## src/rtl/regfile_pkg.sv

```systemverilog
// Shared types and constants for the register-file writeback scheduler slice.
package regfile_pkg;

  localparam int REG_ADDR_W = 5;
  localparam int REG_DATA_W = 32;
  localparam int NUM_REGS   = 2 ** REG_ADDR_W;

  typedef logic [REG_ADDR_W-1:0] reg_addr_t;
  typedef logic [REG_DATA_W-1:0] reg_data_t;

  localparam reg_addr_t REG_ZERO = 5'd0;

  typedef struct packed {
    logic      valid;
    reg_addr_t addr;
    reg_data_t data;
  } wb_req_t;

endpackage

```

## src/rtl/regfile_wb_sched_rr_arbiter.sv

```systemverilog
// Round-robin arbiter: one-hot grant from a rotating start pointer that
// advances past the last winner. Reusable for any shared single port.
module rr_arbiter #(
  parameter int  NREQ  = 3,
  localparam int IDX_W = (NREQ > 1) ? $clog2(NREQ) : 1
) (
  input  logic             clk,
  input  logic             rst,
  input  logic [NREQ-1:0]  req_i,
  output logic [NREQ-1:0]  gnt_o,
  output logic [IDX_W-1:0] gnt_idx_o,
  output logic             gnt_valid_o
);

  logic [IDX_W-1:0] ptr_q, ptr_d;
  int               idx;

  // NOTE: every output of a combinational block gets a default first, so no
  // path through the loop/ifs can leave a value held (which would infer a latch).
  always_comb begin
    gnt_o       = '0;
    gnt_idx_o   = '0;
    gnt_valid_o = 1'b0;
    idx         = 0;
    for (int k = 0; k < NREQ; k++) begin
      idx = (int'(ptr_q) + k) % NREQ;
      if (!rst && !gnt_valid_o && req_i[idx]) begin
        gnt_o[idx]  = 1'b1;
        gnt_idx_o   = IDX_W'(idx);
        gnt_valid_o = 1'b1;
      end
    end
  end

  always_comb begin
    ptr_d = ptr_q;
    if (gnt_valid_o) begin
      ptr_d = (int'(gnt_idx_o) == NREQ - 1) ? '0 : gnt_idx_o + 1'b1;
    end
  end

  // NOTE: state registers use non-blocking assignments so every flop samples
  // the pre-edge values; reset is synchronous to match the rest of the core.
  always_ff @(posedge clk) begin
    if (rst) begin
      ptr_q <= '0;
    end else begin
      ptr_q <= ptr_d;
    end
  end

endmodule

```

## src/rtl/regfile_wb_sched.sv

```systemverilog
// Register-file write-port scheduler: round-robin writeback arbitration plus a
// busy scoreboard that stalls issue on RAW/WAW against long-latency results.
module regfile_wb_sched
  import regfile_pkg::*;
#(
  parameter int NREQ   = 3,
  parameter int DATA_W = REG_DATA_W,
  parameter int ADDR_W = REG_ADDR_W
) (
  input  logic                   clk,
  input  logic                   rst,
  input  logic [NREQ-1:0]        req_valid,
  input  logic [NREQ*ADDR_W-1:0] req_addr,
  input  logic [NREQ*DATA_W-1:0] req_data,
  output logic [NREQ-1:0]        req_ready,
  output logic                   wr_en,
  output logic [ADDR_W-1:0]      wr_addr,
  output logic [DATA_W-1:0]      wr_data,
  input  logic                   issue_valid,
  input  logic                   issue_we,
  input  logic                   issue_long,
  input  logic [ADDR_W-1:0]      issue_dst,
  input  logic [ADDR_W-1:0]      chk_rs,
  input  logic [ADDR_W-1:0]      chk_rt,
  output logic                   stall,
  output logic [2**ADDR_W-1:0]   busy_vec,
  output logic [ADDR_W:0]        busy_cnt
);

  localparam int NUM_R = 2 ** ADDR_W;
  localparam int IDX_W = (NREQ > 1) ? $clog2(NREQ) : 1;
  localparam logic [ADDR_W-1:0] ZERO_A = ADDR_W'(REG_ZERO);

  logic [IDX_W-1:0] gnt_idx;
  logic             gnt_valid;

  logic [NUM_R-1:0] busy_q, busy_d;
  logic [ADDR_W:0]  cnt_q, cnt_d;
  logic [NUM_R-1:0] set_vec, clr_vec;
  logic             raw, waw, accept, set_en, inc, dec;

  rr_arbiter #(.NREQ(NREQ)) u_arb (
    .clk         (clk),
    .rst         (rst),
    .req_i       (req_valid),
    .gnt_o       (req_ready),
    .gnt_idx_o   (gnt_idx),
    .gnt_valid_o (gnt_valid)
  );

  always_comb begin
    wr_addr = '0;
    wr_data = '0;
    if (gnt_valid) begin
      wr_addr = req_addr[int'(gnt_idx)*ADDR_W +: ADDR_W];
      wr_data = req_data[int'(gnt_idx)*DATA_W +: DATA_W];
    end
  end

  // r0 writebacks are consumed by the grant but never reach the register file.
  assign wr_en = gnt_valid && (wr_addr != ZERO_A);

  assign raw    = ((chk_rs != ZERO_A) && busy_q[chk_rs]) ||
                  ((chk_rt != ZERO_A) && busy_q[chk_rt]);
  assign waw    = issue_we && (issue_dst != ZERO_A) && busy_q[issue_dst];
  assign stall  = rst || (issue_valid && (raw || waw));
  assign accept = issue_valid && !stall;
  assign set_en = accept && issue_we && issue_long && (issue_dst != ZERO_A);

  always_comb begin
    set_vec = '0;
    clr_vec = '0;
    if (set_en) set_vec[issue_dst] = 1'b1;
    if (wr_en)  clr_vec[wr_addr]   = 1'b1;
    // Set is applied after clear so a same-cycle set/clear leaves the bit 1.
    busy_d    = (busy_q & ~clr_vec) | set_vec;
    busy_d[0] = 1'b0;
    inc   = set_en && !busy_q[issue_dst];
    dec   = wr_en && busy_q[wr_addr] && !(set_en && (issue_dst == wr_addr));
    cnt_d = cnt_q + (ADDR_W+1)'(inc) - (ADDR_W+1)'(dec);
  end

  always_ff @(posedge clk) begin
    if (rst) begin
      busy_q <= '0;
      cnt_q  <= '0;
    end else begin
      busy_q <= busy_d;
      cnt_q  <= cnt_d;
    end
  end

  assign busy_vec = busy_q;
  assign busy_cnt = cnt_q;

  // Requesters must hold req_valid until granted.
  for (genvar g = 0; g < NREQ; g++) begin : g_hold_chk
    a_hold_valid : assert property (@(posedge clk) disable iff (rst)
      (req_valid[g] && !req_ready[g]) |=> req_valid[g]);
  end

endmodule

```

## config.mk

```make
export PLATFORM = sky130hd
export DESIGN_NAME = regfile_wb_sched
export DESIGN_NICKNAME = d
export VERILOG_FILES = /design/src/rtl/regfile_pkg.sv /design/src/rtl/regfile_wb_sched_rr_arbiter.sv /design/src/rtl/regfile_wb_sched.sv
export SDC_FILE = /design/constraint.sdc
export NUM_CORES = 1
export LEC_CHECK = 0
export CAP_MARGIN = 10
export CORE_ASPECT_RATIO = 1.5
export CORE_MARGIN = 5
export CORE_UTILIZATION = 44
export DETAILED_ROUTE_END_ITERATION = 8
export GPL_TIMING_DRIVEN = 0
export PLACE_DENSITY_LB_ADDON = 0.1
export SETUP_SLACK_MARGIN = 0.4
export SYNTH_ARGS = -nofsm -noshare
export SYNTH_HDL_FRONTEND = slang
export SYNTH_SLANG_ARGS = --single-unit
```

## constraint.sdc

```tcl
create_clock -name clk -period 11.7 [get_ports clk]
set_input_delay 1.17 -clock clk [delete_from_list [all_inputs] [get_ports clk]]
set_output_delay 1.17 -clock clk [all_outputs]
set_load 0.1 [all_outputs]
```

# Word level (Yosys, flattened, before mapping)

Index checks and enable logic that the tools add are counted.

Flip-flop bits (word level): 40
Logic and storage cells: 112
Output and inout bits: 80

Multipliers: 1
Reductions and logical operators: 37
Div/mod/pow operators: 3
Multiplexer cells: 41
Magnitude comparators: 12
Equal/unequal tests: 2
Add/subtract/negate cells: 5
Bitwise operators: 5
Shift operators: 2

Operators with widths:

| operator                                                                      | number |
|---|---|
| 32-bit by 1-bit >= comparator with 1-bit output, second input constant        | 3 |
| 32-bit by 4-bit less-than comparator with 1-bit output, second input constant | 3 |
| 32-bit 2-to-1 mux                                                             | 3 |
| 96-bit by 8-bit indexed part select with 32-bit output                        | 1 |
| 32-bit by 3-bit modulo with 32-bit output, second input constant              | 2 |
| 32-bit AND                                                                    | 1 |
| 3-bit by 3-bit modulo with 32-bit output, second input constant               | 1 |
| 32-bit inverter                                                               | 1 |
| 32-bit bitwise OR                                                             | 1 |
| 1-bit logical AND                                                             | 24 |
| 5-bit by 6-bit less-than comparator with 1-bit output, second input constant  | 4 |
| 1-bit binary-select mux with 5-bit select                                     | 4 |
| 5-bit nonzero test                                                            | 4 |
| 1-bit 2-to-1 mux                                                              | 18 |
| 15-bit by 6-bit indexed part select with 5-bit output                         | 1 |
| 1-bit demux with 5-bit select                                                 | 2 |
| 5-bit by 1-bit >= comparator with 1-bit output, second input constant         | 2 |
| 3-bit 2-to-1 mux                                                              | 3 |
| 2-bit 2-to-1 mux                                                              | 4 |
| 6-bit by 1-bit adder with 6-bit output                                        | 1 |
| 1-bit binary-select mux with 2-bit select                                     | 3 |
| 1-bit demux with 2-bit select                                                 | 3 |
| 1-bit zero test                                                               | 6 |
| 3-bit bitwise OR                                                              | 2 |
| 9 further kinds                                                               | 11 |

# Depth between registers and ports, before layout

Depth in word-level cells: 25
Gate-level depth with buffers: 25

# Modules after synthesis

Synthesis repeated with hierarchy kept, for this count alone.

Cells, all modules: 629
Area total of the unflattened synthesis: 4690.7 um^2

Modules (own cells, without submodules):

| module           | cells each | area each (um^2) | times used | seq. area each (um^2) |
|---|---|---|---|---|
| regfile_wb_sched | 558        | 4194.0           | 1          | 740.7 |
| rr_arbiter       | 71         | 496.7            | 1          | 40.0 |

# Worst setup path before layout

No wires, ideal clock.

Kind: input-to-output
Start: input port req_valid[1]
End: output port wr_data[15]
Setup slack: 5725 ps
Data arrival time: 4805 ps
Cell stages on the path: 8
Data required time: 10530 ps
Cells stage by stage: a21oi_1 -> a221oi_2 -> a2bb2oi_2 -> and4bb_2 -> buf_4 -> clkbuf_1 -> a22oi_1 -> o21ai_0

Longest elaborated chain between the ends: 15
Elaborated cells between the ends (all ways): 24
Classes of those cells: shift: 1; mux: 16; reduce/logical: 7

RTL lines:

| item                                                   | RTL line                          | text |
|---|---|---|
| start, declared                                        | regfile_wb_sched.sv:12            | `input logic [NREQ-1:0] req_valid,` |
| 1-bit binary-select mux with 2-bit select              | regfile_wb_sched_rr_arbiter.sv:27 | `if (!rst && !gnt_valid_o && req_i[idx]) begin` |
| 1-bit 2-to-1 mux (implied by the code) (2 in series)   | regfile_wb_sched_rr_arbiter.sv:27 |  |
| 1-bit logical AND                                      | regfile_wb_sched_rr_arbiter.sv:27 |  |
| 1-bit 2-to-1 mux                                       | regfile_wb_sched_rr_arbiter.sv:27 |  |
| 1-bit zero test                                        | regfile_wb_sched_rr_arbiter.sv:27 |  |
| 1-bit logical AND (2 in series)                        | regfile_wb_sched_rr_arbiter.sv:27 |  |
| 1-bit 2-to-1 mux                                       | regfile_wb_sched_rr_arbiter.sv:27 |  |
| 1-bit zero test                                        | regfile_wb_sched_rr_arbiter.sv:27 |  |
| 1-bit logical AND (2 in series)                        | regfile_wb_sched_rr_arbiter.sv:27 |  |
| 2-bit 2-to-1 mux                                       | regfile_wb_sched_rr_arbiter.sv:27 |  |
| 96-bit by 8-bit indexed part select with 32-bit output | regfile_wb_sched.sv:56            | `wr_data = req_data[int'(gnt_idx)*DATA_W +: DATA_W];` |
| 32-bit 2-to-1 mux *                                    | regfile_wb_sched.sv:54            | `if (gnt_valid) begin` |
| end, declared                                          | regfile_wb_sched.sv:18            | `output logic [DATA_W-1:0] wr_data,` |

Mark *: on every way between the ends. The rest lies on a longest branch, timed or not. The select of a mux whose other input is x is not followed.

# Final worst setup path

Start: input port req_valid[1]
End: output port wr_data[18]

The elaborated chain is that of the path after synthesis.

==> qor.yml <==
run_status: "finished clean"
synthArstFlopShare_pct: 0
synthAdderAreaFrac_pct: 3.59
cap_violations: 0
r2r_setup_slack_ns: 6.44
grt-ovfl-total: 0
hpwl_mm: 15.4
worstHoldPathType: "reg2reg"
core_area_mm2: 0.00915
synthesis.nets: 663
synth_top_area_share_pct: 19.3
crit_fanout: 10
synth_top_family_by_area: "compound AO/OA/AOI/OAI gates"
grtUsageMet1_pct: 33.9
syn_area_per_cell_um2: 7.81
tightest_slew_ns: 1.07
syn_area_mm2: 0.00405
grt_usage_pct: 31.9
relSlewSlack_pct: 28.2
diodes: 0
multi_input_area_mm2: 0.00295
yosys_warnings: 0
critPathRequiredTime_ns: 10.53
final-hold-violation-count: 0
vias: 5184
port_buffers: 203
yosysSeqAreaShare_pct: 19.3
cts-hold-fix-buffers: 0
synth_edf_count: 0
drc: 0
start_util_pct: 44.2
wl_per_cell_um: 22.1
cp-startpoint: "req_valid[1]"
rsz0062_at_grt: "false"
power.leakage_nw: 2.43
ios: 214
post_cts_resized: 0
synthTopCellsByCount: "nand2_1 (66), o21ai_0 (56), a21oi_1 (44)"
grt_use_met3_pct: 5.29
power.density_mw_per_mm2: 284
fin_nets: 873
post_cts_buffers: 0
drv_slew: 0
first_global_vias: 5255
die_w_um: 88.3
synthSimpleGateAreaFrac_pct: 17.2
muxShareOfSynthArea_pct: 21.0
grt_max_degree: 13
synth-compound-area-share_pct: 29.4
setup_viol: 0
drive_gt1_share_pct: 7.27
cts.path.max_buffers: 2
fin_crit_ns: 6.82
nFillCells: 759
numCtsBuffers: 5
yosys.area.top_type: "dfxtp_1"
synthTopCellsByArea: "dfxtp_1 (19%), mux4_2 (12%), mux2i_1 (7.9%), o21ai_0 (6.9%), nand2_1 (6.1%)"
synth_xor_area_share_pct: 1.52
seqCellArea_um2: 781
period_share_pct: 58.3
cp_data_arrival_time_ns: 5.65
worstSkewPairLatency_ns: 0.29
antenna_found_initial: 0
worstHoldStart: "busy_vec[24]"
h-tree-depth: 2
syn_inst: 518
core.rowCount: 43
routabilityCongestion: 1.02
crit_path_end_kind: "output pin"
top_usage_layer: "met2"
peakVddDrop_mv: 0.374
dieArea_mm2: 0.0113
use_met2_pct: 58.2
skew_ns: 0.00691
worstSetupPathType: "in2out"
area_growth_pct: 58.0
synth-seq-cells: 39
tns_ns: 0
cts_sinks: 39
drtPass1Iterations: 6
die_h_um: 127
clk_transition_reported_paths_ns: 0.06
tritoncts: "built"
ant_nets: 0
via_per_inst: 6.16
reg2reg_from: "u_arb.ptr_q[1]"
drt-total-wl_mm: 18.6
yosys.cell_types.count: 64
grt_pass1_wl_mm: 27.5
yosysMostFrequentCell: "nand2_1"
worst_hold_slack_ns: 0.555
first_iter_violations: 588
start_kind: "input port"
root_buffer: "clkbuf_16"
synth-main-ff-cell: "dfxtp_1"
fmax_mhz: 147
==> through the flow <==
stage | setup WS (ns) | cell area, um2 | util [%] | std cells | total power, mW
6_report | 4.88 | 6390 | 69.9 | 841 | 1.81
5_1_grt | 4.68 | 6390 | 69.9 | 841 | 1.88
4_1_cts | 4.90 | 6390 | 69.9 | 841 | 1.81
3_5_place_dp | 4.92 | 6220 | 68.0 | 833 | 1.64
3_3_place_gp | 4.96 | 6220 | 68.0 | 833 | 1.63
2_1_floorplan | 5.73 | 4050 | - | 518 | 1.27
==> critical path, cell delays in order <==
cell             delay, ns
clkdlybuf4s50_1       0.62
a21oi_1               0.14
a221oi_2              0.48
nor3_1                0.19
or2_1                 0.24
buf_4                 0.16
buf_6                 0.14
nor3_1                0.68
clkbuf_1              0.43
a222oi_1              0.13
inv_1                 0.09
clkdlybuf4s50_1       1.17
==> routing by layer <==
layer  vias to the layer above  wire [um]
met5                         -          0
met4                         0        935
met3                        53       1930
met2                       370       9630
met1                      2404       6080
li1                       2357          -
==> flip-flops by register name, indices dropped and copies added, names as in the netlist <==
name         flops
busy_vec        31
busy_cnt         6
u_arb.ptr_q      2
==> final timing paths <==
kind,endpoint,cells after the start
setup reg to reg,busy_cnt[5],23
hold reg to reg,busy_vec[24],2
setup / recovery,wr_data[18],12
hold / removal,busy_vec[24],2
==> kinds of logic (layout without fill, tap and decap cells) <==
group | count (synthesis) | in the layout
AO/OA/AOI/OAI | 178 | 178
AND/OR/NAND/NOR | 148 | 148
buffers and inverters | 76 | 287
multiplexers | 58 | 58
flip-flops | 39 | 39
adder cells (fa/ha/maj) | 11 | 11
XOR/XNOR | 7 | 7
other | 1 | 1
==> where the power goes <==
part,switching (mW),internal (mW),total (mW)
Clock,0.0564,0.106,0.162
Combinational,1.11,0.391,1.50
Sequential,0.00959,0.145,0.155
Total,1.17,0.642,1.81
==> placed cells by master, fill, tap and decap left out, types with 7 or more instances in the layout <==
cell and n:
clkdlybuf4s50_1 203, nand2_1 66, o21ai_0 56, a21oi_1 44, dfxtp_1 39, inv_1 36, mux2i_1 32, clkbuf_1 27
nor2_1 26, mux4_2 21, a22oi_1 19, a222oi_1 15, nand3_1 13, ha_1 10, nand2b_1 7, nor3_1 7
==> final cells by class <==
class / instances / area share, %
Buffer: 39 / 2.82
Clock buffer: 6 / 2.17
Clock inverter: 2 / 0.548
Inverter: 37 / 2.17
Multi-Input combinational cell: 403 / 46.1
Sequential cell: 39 / 12.2
Tap cell: 112 / 2.19
Timing Repair Buffer: 203 / 31.8
Note: power is estimated with default switching activity, not from simulation.
==> edit 1 (same flow settings) <==
Change the package constant `REG_ZERO` from 5'd0 to 5'd1.
--- a/src/rtl/regfile_pkg.sv
+++ b/src/rtl/regfile_pkg.sv
@@ -10,3 +10,3 @@
 
-  localparam reg_addr_t REG_ZERO = 5'd0;
+  localparam reg_addr_t REG_ZERO = 5'd1;
 
Formal check against the unedited RTL: not equivalent (Yosys sat finds a counterexample within 4 cycles, from zero or initial values and one cycle with rst high).
==> edit 1 against the unedited design <==
Non-clock buffer count is 1 higher. First-iteration DRC count decreased by 14%. Final area rose by 0.61%. Count of clock-buffer cells in the layout down 1. Global-route usage rose by 1.6 points. Area after synthesis up 0.28%. Critical path type unchanged. Worst hold slack got worse by 0.028 ns. Register-to-register slack worse by 0.42 ns. Sequential cell count is the same. Worst setup slack gained 0.18 ns. Wire length rose by 5.0%.
Power is not compared: it rests on default switching activity, and its combinational part moved more than twofold at a synthesized area within 25%.
==> edit 1: results (changes against the unedited design) <==
status: "finished, final reports clean"
drtIter0Drc: 507  # -14%
cpPeakStageDelay_ns: 1.19  # +0.02 ns
dr.pass1.iters: 5  # -1
synth_mux_area_share_pct: 16.2  # -4.8 points
period_needed_ns: 6.64  # -0.182 ns
final_nets: 896  # +2.6%
finalClockSkew_ns: 0.00694  # +0.0000334 ns
synth_cell_type_count: 68  # +6.3%
ys_seq_area_share_pct: 19.2  # -0.054 points
dpl.hpwl_mm: 15.9  # +3.4%
synth_compound_area_share_pct: 32.8  # +3.4 points
critical_path_arrival_ns: 5.47  # -0.18 ns
portBuffers: 206  # +1.5%
wl_per_cell_um: 22.6  # +2.1%
synth_commonest_cells: "74 x nand2_1, 69 x a21oi_1, 52 x o21ai_0"
gp_congestion: 1.07  # +4.6%
grt_pass1_wl_mm: 28.7  # +4.4%
clockBufferDepth: 2  # unchanged
synth.top_cells.by_area: "dfxtp_1 19%, mux4_2 13%, a21oi_1 8.5%, nand2_1 6.8%, o21ai_0 6.4%"
grtUsageTotal_pct: 33.5  # +1.6 points
via_per_inst: 6.27  # +1.7%
clk-insertion-delay-late_ns: 0.29  # about the same
drive_above_1_share_pct: 7.85  # +0.58 points
syn-num-nets: 683  # +3.0%
worstMarginPinSlew_ns: 1.07  # -0.00311 ns
grt_max_degree: 14  # +1
grt_pass1_vias: 5292  # +0.70%
synth_fa_ha_area_share_pct: 3.58  # -0.010 points
edit 1: metal layers:
| layer | vias to the layer above | part of all wire, % | GRT usage (%) |
|---|---|---|---|
| met5 | - | 0 | 0 |
| met4 | 0 | 4.6 | 14.4 |
| met3 | 58 | 12 | 7.48 |
| met2 | 371 | 50 | 60.1 |
| met1 | 2537 | 34 | 36.8 |
| li1 | 2454 | - | - |
edit 1: path summary, 6_finish.rpt:
check	start	cells after the start	slack [ns]	endpoint
setup / recovery	req_valid[2]	11	5.06	wr_en
hold / removal	busy_vec[1]	1	0.53	busy_vec[1]
hold reg to reg	busy_vec[1]	1	0.53	busy_vec[1]
setup reg to reg	u_arb.ptr_q[0]	22	6.02	busy_cnt[5]
edit 1: layout make-up:
| cell class | count | area, um2 |
|---|---|---|
| timing repair buffer | 206 | 2060 |
| clock buffer | 5 | 125 |
| antenna | 1 | 2.50 |
| sequential | 39 | 781 |
| tap | 112 | 140 |
| clock inverter | 3 | 43.8 |
| fill | 790 | 2720 |
| buffer | 37 | 155 |
| inverter | 39 | 146 |
| multi-input combinational | 423 | 2970 |
edit 1: power by group:
| part | switching [uW] | internal (uW) |
|---|---|---|
| Combinational | 489 | 201 |
| Clock | 58.7 | 101 |
| Sequential | 9.16 | 143 |
| Total | 557 | 445 |
edit 1: worst max-delay path, delay by kind of cell:
kind                   cells  cell delay [ns]
and+or+nand+nor            1             0.24
AOI/OAI and AO/OA          5             1.81
buffers and inverters      5             2.24
edit 1: per-stage QoR:
stage          setup WS (ns)  total power, uW  instances  instance area [um2]
2_1_floorplan           5.34              647        538                 4060
3_5_place_dp            5.22              838        856                 6260
5_1_grt                 4.92             1040        864                 6430
6_report                5.06             1000        865                 6430
3_3_place_gp            5.19              829        856                 6260
4_1_cts                 5.21              996        864                 6430
==> edit 2 (config.mk and constraints unchanged) <==
Without the edit above. Register the output `busy_cnt` once more, with the module's reset; this adds one clock of latency there. The other outputs are not delayed to match.
--- a/src/rtl/regfile_wb_sched.sv
+++ b/src/rtl/regfile_wb_sched.sv
@@ -93,3 +93,9 @@
   assign busy_vec = busy_q;
-  assign busy_cnt = cnt_q;
+  always_ff @(posedge clk) begin
+    if (rst) begin
+      busy_cnt <= '0;
+    end else begin
+      busy_cnt <= cnt_q;
+    end
+  end
 
Function: changed (a bounded check fails within 4 cycles, from zero or initial values and one cycle with rst high).
==> edit 2 against the unedited design <==
Register-to-register slack got worse by 0.32 ns. Synthesized cell count is 9.5% higher. Area after synthesis is 5.4% higher. Total power fell by 0.42%. Sequential cell count grew 6. Count of clock-buffer cells in the layout is 1 lower. Sequential share of layout area rose by 1.4 points. Final area up 3.6%. Wire length grew 13%. Worst setup slack better by 0.29 ns. Die area grew 4.9%. Critical endpoint is now wr_data[15]. Largest power group unchanged.
==> edit 2: results (changes against the unedited design) <==
status: "finished, final reports clean"
drive_above_1_share_pct: 8.19  # +0.92 points
syn-num-nets: 712  # +7.4%
grt_max_degree: 17  # +4
p_leak_uw: 0.00239  # -1.4%
crit_slowest_cell: "clkdlybuf4s50_1"
synth_cell_type_count: 63  # -1.6%
placed_area_mm2: 0.00647  # +4.1%
drtIter0Drc: 385  # -35%
numCtsBuffers: 5  # unchanged
max-vdd-ir-drop_v: 0.000389  # +4.0%
nFillCells: 805  # +6.1%
ctsResizeCount: 0  # unchanged
cts.clk_slew.worst_paths_ns: 0.07
synth_xor_xnor_area_share_pct: 1.03  # -0.49 points
synth_mux_area_share_pct: 18.0  # -3.0 points
largest_reg_flops: 31  # unchanged
routed-wl-met3_mm: 2.11  # +8.9%
synth.top_cells.by_area: "dfxtp_1 21%, mux4_2 13%, a21oi_1 8.9%, nand2_1 7.8%, o21ai_0 6.9%"
ys.flop_type: "dfxtp_1"
top_layer: "met4"
clockBufferDepth: 2  # unchanged
antenna_found_initial: 1  # +1
synth_commonest_cells: "89 x nand2_1, 76 x a21oi_1, 59 x o21ai_0"
grt_pass1_vias: 5663  # +7.8%
async_reset_ff_share_pct: 0  # unchanged
critical_path_arrival_ns: 5.36  # -0.29 ns
dr.pass1.iters: 8  # +2
via_per_inst: 6.30  # +2.1%
drt_wl_total_mm: 20.9  # +13%
path_max_fanout: 10  # unchanged
gp_congestion: 1.02  # +0.32%
clk-insertion-delay-late_ns: 0.30
synth_compound_area_share_pct: 29.2  # -0.20 points
met2_length_mm: 10.1  # +5.4%
finalClockSkew_ns: 0.00797  # +0.00106 ns
cpPeakStageDelay_ns: 1.25  # +0.08 ns
final_nets: 925  # +6.0%
wl_met1_mm: 7.14  # +18%
finalInstanceArea_mm2: 0.00662  # +3.6%
pre_cts_ws_ns: 5.20  # +0.277 ns
dpl.hpwl_mm: 17.1  # +11%
synth_fa_ha_area_share_pct: 3.40  # -0.19 points
p_int_uw: 627  # -2.3%
ys_seq_area_share_pct: 21.1  # +1.8 points
grt_pass1_wl_mm: 31.7  # +16%
synth-warning-count: 0  # unchanged
portBuffers: 206  # +1.5%
clockRootBuffer: "clkbuf_16"
grtUsageTotal_pct: 34.4  # +2.5 points
slew_headroom_pct: 20.8  # -7.4 points
cts_setup_buffers: 0  # unchanged
edit 2: changes by cell type after synthesis, moves of 4 or more:
cell | before | now
a222oi_1 | 15 | 2
dfxtp_1 | 39 | 45
a21oi_1 | 44 | 76
mux2i_1 | 32 | 15
a211oi_1 | 6 | 0
nand2_1 | 66 | 89
nor2_1 | 26 | 30
inv_1 | 36 | 22
a22oi_1 | 19 | 34
buf_2 | 3 | 7
nand4_1 | 1 | 7
edit 2: layout make-up:
cell class                      instances  share of cell area [%]
Clock inverter                          3                   0.378
Antenna cell                            1                  0.0378
Buffer                                 40                    2.57
Timing Repair Buffer                  206                    31.1
Inverter                               24                    1.36
Multi-Input combinational cell        458                    46.9
Sequential cell                        45                    13.6
Clock buffer                            5                    1.89
Tap cell                              115                    2.17
edit 2: final timing paths:
path	startpoint	to	slack (ns)	cells past startpoint
setup reg to reg	u_arb.ptr_q[1]	cnt_q[4]	6.12	22
setup / recovery	req_valid[1]	wr_data[15]	5.17	11
hold reg to reg	cnt_q[4]	busy_cnt[4]	0.48	2
hold / removal	cnt_q[4]	busy_cnt[4]	0.48	2
edit 2: kinds of logic (layout without fill, tap and decap cells):
group / after synthesis / count (layout)
other: 1 / 2
muxes: 46 / 46
DFF: 45 / 45
buffers and inverters: 64 / 278
xor gates and xnor gates: 5 / 5
and+or+nand+nor: 187 / 187
AOI/OAI and AO/OA: 208 / 208
adders and majority gates: 11 / 11
edit 2: power by group through the flow:
stage	clock network [uW]	logic (uW)	registers (uW)
after floorplan	0	1060	208
after global placement	0	1450	179
after detailed placement	0	1470	180
after CTS	144	1470	177
after global routing	152	1550	178
final	144	1480	177
edit 2: worst register-to-register path, delay by kind of cell, from the launching register on:
| family | cells | cell delay, ns |
|---|---|---|
| AO/OA/AOI/OAI | 5 | 1.79 |
| AND/OR/NAND/NOR | 8 | 1.35 |
| buffers and inverters | 3 | 0.29 |
| XOR/XNOR | 1 | 0.17 |
| multiplexers | 1 | 0.41 |
| adder cells (fa/ha/maj) | 4 | 1.08 |
| flip-flops | 1 | 0.37 |
edit 2: stage by stage:
stage	total power [uW]	std cells
finish	1810	897
global route	1880	897
CTS	1800	896
detailed placement	1650	888
global placement	1630	888
floorplan	1260	567
edit 2: routing by layer:
layer	vias to the layer above	global-route usage [%]
met1	2608	35.8
met2	397	59.7
li1	2537	-
met3	106	11.0
met4	0	22.4
met5	-	0
